==> src/rtl/cpu_speed_req.sv <==
// Fast/host clock speed arbiter: requests the high-speed clock unless the CPU
// touches the host bank, stalling the CPU while the clock switch changes over.
module cpu_speed_req #(
  parameter logic [7:0] HOST_BANK = 8'hFF,
  parameter int         HOLD_SLOW = 4,
  parameter int         HS_SETTLE = 16
) (
  input  logic       hsclk_in,
  input  logic       rst_b,
  input  logic       lsclk_in,
  input  logic       hs_enable,
  input  logic       cyc_start,
  input  logic       cpu_vda,
  input  logic       cpu_vpa,
  input  logic [7:0] cpu_bank,
  output logic       hsclk_sel,
  output logic       cpu_rdy,
  output logic       speed_fast
);

  typedef enum logic [1:0] {
    FAST    = 2'd0,
    TO_SLOW = 2'd1,
    SLOW    = 2'd2,
    TO_FAST = 2'd3
  } state_t;

  localparam logic [3:0] L_HOLD   = 4'(HOLD_SLOW);
  localparam logic [4:0] L_SETTLE = 5'(HS_SETTLE);

  logic [1:0] r_rst_sync;
  logic       r_ls_meta;
  logic       r_ls_sync;
  logic       r_ls_prev;
  state_t     r_state;
  logic [3:0] r_hold;
  logic [4:0] r_settle;
  logic       r_edge_cnt;
  logic       r_hsclk_sel;
  logic       r_cpu_rdy;
  logic       r_speed_fast;

  logic       w_run;
  logic       w_ls_edge;
  logic       w_host_acc;
  state_t     w_state_next;
  logic [3:0] w_hold_next;
  logic [4:0] w_settle_next;
  logic       w_edge_cnt_next;
  logic       w_sel_next;
  logic       w_rdy_next;
  logic       w_fast_next;

  // Release of rst_b is retimed so the FSM only starts two edges later.
  always_ff @(posedge hsclk_in or negedge rst_b) begin
    if (!rst_b) begin
      r_rst_sync <= 2'b00;
    end else begin
      r_rst_sync <= {r_rst_sync[0], 1'b1};
    end
  end

  assign w_run = r_rst_sync[1];

  always_ff @(posedge hsclk_in or negedge rst_b) begin
    if (!rst_b) begin
      r_ls_meta <= 1'b0;
      r_ls_sync <= 1'b0;
      r_ls_prev <= 1'b0;
    end else begin
      r_ls_meta <= lsclk_in;
      r_ls_sync <= r_ls_meta;
      r_ls_prev <= r_ls_sync;
    end
  end

  assign w_ls_edge  = r_ls_sync & ~r_ls_prev;
  assign w_host_acc = cyc_start & (cpu_vda | cpu_vpa) & (cpu_bank == HOST_BANK);

  always_ff @(posedge hsclk_in or negedge rst_b) begin
    if (!rst_b) begin
      r_state      <= SLOW;
      r_hold       <= 4'd0;
      r_settle     <= 5'd0;
      r_edge_cnt   <= 1'b0;
      r_hsclk_sel  <= 1'b0;
      r_cpu_rdy    <= 1'b1;
      r_speed_fast <= 1'b0;
    end else begin
      r_state      <= w_state_next;
      r_hold       <= w_hold_next;
      r_settle     <= w_settle_next;
      r_edge_cnt   <= w_edge_cnt_next;
      r_hsclk_sel  <= w_sel_next;
      r_cpu_rdy    <= w_rdy_next;
      r_speed_fast <= w_fast_next;
    end
  end

  always_comb begin
    w_state_next    = r_state;
    w_hold_next     = r_hold;
    w_settle_next   = r_settle;
    w_edge_cnt_next = r_edge_cnt;
    if (!w_run) begin
      // Leaving reset counts as entering SLOW: hold off the first speed-up.
      w_hold_next = L_HOLD;
    end else begin
      case (r_state)
        FAST: begin
          if (w_host_acc || !hs_enable) begin
            w_state_next    = TO_SLOW;
            w_edge_cnt_next = 1'b0;
          end
        end
        TO_SLOW: begin
          if (w_ls_edge) begin
            if (r_edge_cnt) begin
              w_state_next    = SLOW;
              w_hold_next     = L_HOLD;
              w_edge_cnt_next = 1'b0;
            end else begin
              w_edge_cnt_next = 1'b1;
            end
          end
        end
        SLOW: begin
          if (w_host_acc) begin
            w_hold_next = L_HOLD;
          end else if ((r_hold == 4'd0) && hs_enable) begin
            w_state_next  = TO_FAST;
            w_settle_next = L_SETTLE;
          end else if (w_ls_edge && (r_hold != 4'd0)) begin
            w_hold_next = r_hold - 4'd1;
          end
        end
        TO_FAST: begin
          if (r_settle <= 5'd1) begin
            w_state_next  = FAST;
            w_settle_next = 5'd0;
          end else begin
            w_settle_next = r_settle - 5'd1;
          end
        end
        default: begin
          w_state_next = SLOW;
        end
      endcase
    end
  end

  // Outputs are decoded from the next state so they switch with the state flop.
  always_comb begin
    w_sel_next  = (w_state_next == TO_FAST) || (w_state_next == FAST);
    w_rdy_next  = (w_state_next == SLOW) || (w_state_next == FAST);
    w_fast_next = (w_state_next == FAST);
  end

  assign hsclk_sel  = r_hsclk_sel;
  assign cpu_rdy    = r_cpu_rdy;
  assign speed_fast = r_speed_fast;

endmodule

==> config.mk <==
export PLATFORM = sky130hd
export DESIGN_NAME = cpu_speed_req
export DESIGN_NICKNAME = d
export VERILOG_FILES = /design/src/rtl/cpu_speed_req.sv
export SDC_FILE = /design/constraint.sdc
export NUM_CORES = 1
export LEC_CHECK = 0
export CORE_ASPECT_RATIO = 1.2
export CORE_MARGIN = 8
export CORE_UTILIZATION = 47
export DETAILED_ROUTE_END_ITERATION = 16
export GPL_TIMING_DRIVEN = 1
export PLACE_DENSITY = 0.74
export SLEW_MARGIN = 5
export SYNTH_ARGS = -nofsm -noshare
export SYNTH_HDL_FRONTEND = slang
export SYNTH_SLANG_ARGS = --single-unit
==> constraint.sdc <==
create_clock -name hsclk_in -period 1.6 [get_ports hsclk_in]
set_input_delay 0.32 -clock hsclk_in [delete_from_list [all_inputs] [get_ports hsclk_in]]
set_output_delay 0.32 -clock hsclk_in [all_outputs]
set_load 0.02 [all_outputs]
=== After elaboration in Yosys (flattened, before gate mapping) ===
Cells that the tools add are included.

* Register bits: 20
* Logic and storage cells: 72

* Add/subtract/negate cells: 2
* Magnitude comparators: 1
* Equality and inequality tests: 15
* Multiplexer cells: 23
* Bitwise gates (word level): 5
* Reduce and logical (&&, ||, !) cells: 15

{| class="wikitable"
|+ Operators with widths
! operator !! number
|-
| 4-bit two-way mux || 6
|-
| 5-bit two-way mux || 3
|-
| 2-bit two-way mux || 7
|-
| 5-bit case mux with 2 select lines || 1
|-
| 2-bit equality test, second input constant || 4
|-
| 8-bit equality test, second input constant || 1
|-
| 2-bit != test, second input constant || 4
|-
| 4-bit != test, second input constant || 2
|-
| 2-bit case mux with 4 select lines || 1
|-
| 4-bit case mux with 2 select lines || 1
|-
| 4-bit AND reduction || 2
|-
| 3-bit != test, second input constant || 2
|-
| 5-bit by 1-bit <= comparator with 1-bit output, second input constant || 1
|-
| 5-bit AND reduction || 1
|-
| 5-bit by 1-bit subtractor with 5-bit output, second input constant || 1
|-
| 2-bit zero test || 2
|-
| 4-bit zero test || 1
|-
| 2-bit nonzero test || 2
|-
| 4-bit nonzero test || 1
|-
| 4-bit by 1-bit subtractor with 4-bit output, second input constant || 1
|-
| 1-bit bitwise AND || 3
|-
| 1-bit logical OR || 3
|-
| 1-bit two-way mux || 3
|-
| 3-bit by 1-bit != test with 1-bit output, second input constant || 1
|-
| 6 further kinds || 7
|}

=== Depth between registers and ports, before layout ===
* Depth in word-level cells: 9
* Mapped depth: 8
* Mapped depth without buffers: 8

=== Worst setup path after synthesis ===
OpenSTA, ideal clock, no wires.

* Kind: register to register
* From: register r_hold[0]
* To: register r_settle[1]
* Setup time: 0.125 ns
* Data arrival time: 1.551 ns
* Required time: 1.475 ns
* Setup slack: -0.076 ns
* Cell stages (with the launch flop): 7
* Path buffers: 0
* Period minus slack after synthesis: 1.676 ns
* Path through: dfrtp_1 -> inv_1 -> ha_1 -> nor3b_4 -> nand4_2 -> o21a_4 -> mux2_4

* Word-level cells in the longest chain between the ends: 4

{| class="wikitable"
|+ Ends and longest elaborated chain
! element !! line !! RTL
|-
| start, declared || 36 || <nowiki>logic [3:0] r_hold;</nowiki>
|-
| start signal, assigned || 91 || <nowiki>r_hold <= w_hold_next;</nowiki>
|-
| 4-bit zero test || 130 || <nowiki>end else if ((r_hold == 4'd0) && hs_enable) begin</nowiki>
|-
| 1-bit logical AND || 130 ||
|-
| 2-bit != test (no line) || - ||
|-
| 4-bit AND reduction (no line) || - ||
|-
| end signal, assigned || 92 || <nowiki>r_settle <= w_settle_next;</nowiki>
|-
| end, declared || 37 || <nowiki>logic [4:0] r_settle;</nowiki>
|}

Every way passes these cells.
A chain may end at the register's enable or synchronous reset.

=== Worst setup path after layout ===
* From: register r_ls_prev
* To: register r_hsclk_sel, in the netlist hsclk_sel

* Word-level cells in the longest chain between the ends: 7
* Elaborated cells on any way between the ends: 8

{| class="wikitable"
|+ Ends and longest elaborated chain
! element !! line !! RTL
|-
| start, declared || 34 || <nowiki>logic r_ls_prev;</nowiki>
|-
| start signal, assigned || 73 || <nowiki>r_ls_prev <= r_ls_sync;</nowiki>
|-
| 1-bit inverter (*) || 77 || <nowiki>assign w_ls_edge = r_ls_sync & ~r_ls_prev;</nowiki>
|-
| 1-bit bitwise AND (*) || 77 ||
|-
| 2-bit two-way mux (*) || 117 || <nowiki>if (w_ls_edge) begin</nowiki>
|-
| 2-bit case mux with 4 select lines (*) || 109 || <nowiki>case (r_state)</nowiki>
|-
| 2-bit two-way mux (*) || 105 || <nowiki>if (!w_run) begin</nowiki>
|-
| 2-bit equality test or 2-bit zero test (tied branches) || 154 || <nowiki>w_sel_next = (w_state_next == TO_FAST) || (w_state_next == FAST);</nowiki>
|-
| 1-bit logical OR (*) || 154 ||
|-
| named net w_sel_next || 50 || <nowiki>logic w_sel_next;</nowiki>
|-
| end signal, assigned || 94 || <nowiki>r_hsclk_sel <= w_sel_next;</nowiki>
|-
| end, declared || 39 || <nowiki>logic r_hsclk_sel;</nowiki>
|}

The timed path passes the listed nets; every way through them passes the cells marked *.

==> impl_results.md <==
- Run status: complete, but fails checks
- Failing checks: negative setup slack
- Combinational share of power: 0.599
- Die Wd: 60.4 µm
- Rows: 19
- Setup crit end: hsclk_sel
- Mapped Area: between 1000 and 1500 µm²
- R2R cell count: 6
- Gr ovfl total: 0
- Clock Power Share: 0.142
- Layout cells sized above 1: 0.462
- Sink Count: 20
- CP Max Fanout: 3
- CP Launch Type: register
- TritonCTS Buffers: 3
- Internal power: about 1900 µW
- Final Max Tran Viols: 0
- Clk_skew: roughly 0.013 ns
- Syn Nets: 125
- Setup ws final: -0.199 ns
- Initial core utilization: 0.493
- Clock Latency Late Sink: a little over 0.3 ns
- Synthesis Warnings: 0
- Number of synthesized flops with an enable pin: 0
- First-pass GRT wire length: between 5000 and 6000 µm
- Leakage: between 0.0009 and 0.001 µW
- Worst-path clk slew: 0.13 ns
- Initial antenna violation count: 0
- GRT Total Usage: 0.155
- Cell taking the most area after synthesis: dfrtp_1
- Finished layout cell area: ~1900 µm²
- Worst VDD drop: between 1 and 1.5 mV
- R2R Setup Slk: -0.20 ns
- Ant diodes: 0
- Placed cell area: roughly 1500 µm²
- Hpwl dp: 2130 µm
- Fin crit period: about 1.8 ns
- Post-synth top area share: 0.405
- Fmax: between 500 and 600 MHz
- Hold Vio Cnt, Final: 0
- Final wirelength: between 3000 and 4000 µm
- CTS root buf: clkbuf_4
- Hold Buf Count CTS: 0
- Sequential share of the synthesized area: 0.452
- Critical path class: register to register
- Fill count: between 100 and 150
- Required time of the critical path: 1.85 ns
- Antenna-violating nets left: 0
- Tcrit/Tclk final: 1.12
- Mapped Avg Cell Area: 10.6 µm²
- Critical Path Sink Type: register
- Vias in the first global route: around 1200
- Max Cap Viol: 0
- Netlist cell types: between 40 and 50
- Switching pwr: roughly 1100 µW
- Fin nets: about 190
- CTS H-tree depth: 1
- DR WL/cell: ~19 µm
- Pwr Total: roughly 3000 µW
- Asr flop ratio synth: 1.00
- Largest net degree at the start of global routing: 21
- Reg power frac: 0.258
- Post-synthesis cell count: ~110
- Register area: around 500 µm²
- Port-buffer cells: 17
- Ranking of synthesized cells by area: dfrtp_1, ha_1, dfstp_2
- Core area: between 2000 and 2500 µm²
- Final setup fails: 11
- Final TNS setup: -1.17 ns
- DRT iter0 DRCs: 65
- DRC: 0
- Worst hold slack: approximately 0.33 ns
- Pre-antenna DRT Iters: 5
- CTS tree: done
- Worst Hold Class: primary input to async pin
- RSZ-0062 raised after global routing: true
- Reg2reg start: r_ls_prev
- CP arrival: about 2 ns
- Multi-input logic area: 683 µm²
- Gpl congestion: 0.812
- Register bit total from synthesis: 20
- Via count: 1175
- Synth Flop Type: dfrtp_1
- IO Count: 18
- RR Endpoint: hsclk_sel
- Power Density: between 1500 and 2000 nW/µm²
- Net Sw Frac: 0.365
- Die area: approximately 4200 µm²
- Via density: just under 6
- CP Launch Point: r_ls_prev
- Area Growth Syn to Fin: 68.5%
- Max Buffers Root-to-Sink: 2
- Die H: approximately 69 µm
## cells in the final DEF (no fill, tap or decap), types with 3 or more instances in the layout
master,Yosys,final
nand2_1,6,6
nor3_1,9,6
buf_4,1,42
nand2b_1,3,3
buf_6,0,6
dlymetal6s2s_1,0,9
inv_1,6,5
nor2_1,5,4
clkbuf_4,0,3
ha_1,5,4
dfrtp_1,18,18
clkdlybuf4s50_1,0,7
## how the worst min path moves through the flow
stage             startpoint       endpoint  slack, ns  cells past startpoint
2_1_floorplan          rst_b      hsclk_sel       0.02                      0
3_3_place_gp       r_ls_meta      r_ls_sync       0.33                      0
3_5_place_dp   r_rst_sync[0]  r_rst_sync[1]       0.33                      0
4_1_cts                rst_b     r_edge_cnt       0.35                      2
5_1_grt            r_ls_meta      r_ls_sync       0.37                      0
6_report               rst_b    r_settle[0]       0.33                      2
## layout make-up
cell class                      instances  share of cell area
Tap cell                               31              0.0207
Sequential cell                        20               0.268
Multi-Input combinational cell         76               0.364
Timing Repair Buffer                   65               0.306
Clock inverter                          1              0.0160
Inverter                                6              0.0120
Clock buffer                            3              0.0120
## power groups by stage
stage	Sequential, µW	Combinational (µW)	Clock, µW
after global routing	781	1900	446
after detailed placement	774	1290	0
final	765	1780	422
after floorplan	823	672	0
after CTS	763	1440	418
after global placement	771	1250	0
## layer usage
metal	global-route usage	wire length, µm	vias up
met5	0	0	-
met4	0.0623	248	0
met3	0.0260	146	32
met2	0.308	2220	52
met1	0.140	1300	565
li1	-	-	526
## synth_stat cells (2+ instances only)
master	n
ha_1	5
o21ai_0	3
o211ai_1	2
nor3_1	9
dfstp_2	2
nand2_1	6
nor2_1	5
dfrtp_1	18
nor4b_1	2
nand4_1	2
inv_1	6
o41ai_1	4
nand3b_1	2
a22o_1	2
or3_1	3
nand2b_1	3
## registers in the layout, indices dropped and copies added, names as in the netlist
name	flops
cpu_rdy	1
r_edge_cnt	1
r_ls_meta	1
r_ls_sync	1
r_settle	5
r_hold	4
r_state	2
r_rst_sync	2
speed_fast	1
hsclk_sel	1
r_ls_prev	1
## cells by family after synthesis
| logic type | count (synthesis) | share of synthesized area |
|---|---|---|
| AND/OR/NAND/NOR | 43 | 0.249 |
| multiplexers | 2 | 0.0225 |
| AO/OA/AOI/OAI | 25 | 0.182 |
| other | 1 | 0.00337 |
| buffers and inverters | 9 | 0.0349 |
| flip-flops | 20 | 0.452 |
| adder cells (fa/ha/maj) | 5 | 0.0562 |
## timing repair
action | CTS | global route
resized for setup | 13 | 22
setup endpoints to repair | 12 | 13
pin swaps | 10 | 12
setup buffers | 10 | 11
## per-stage QoR
stage	setup WS [ns]	util	instances
6_report	-0.199	0.830	202
5_1_grt	-0.260	0.830	202
3_5_place_dp	-0.517	0.678	178
4_1_cts	-0.173	0.752	191
3_3_place_gp	-0.430	0.678	178
2_1_floorplan	-0.0663	-	105
## worst max-delay path: stages (launching register included)
cell and delay [ns]:
dfrtp_1 0.41, nand3b_1 0.21, o21ai_0 0.37, o221ai_2 0.19, a31oi_2 0.23, ha_1 0.27, inv_1 0.05
(Power assumes the default switching activity.)
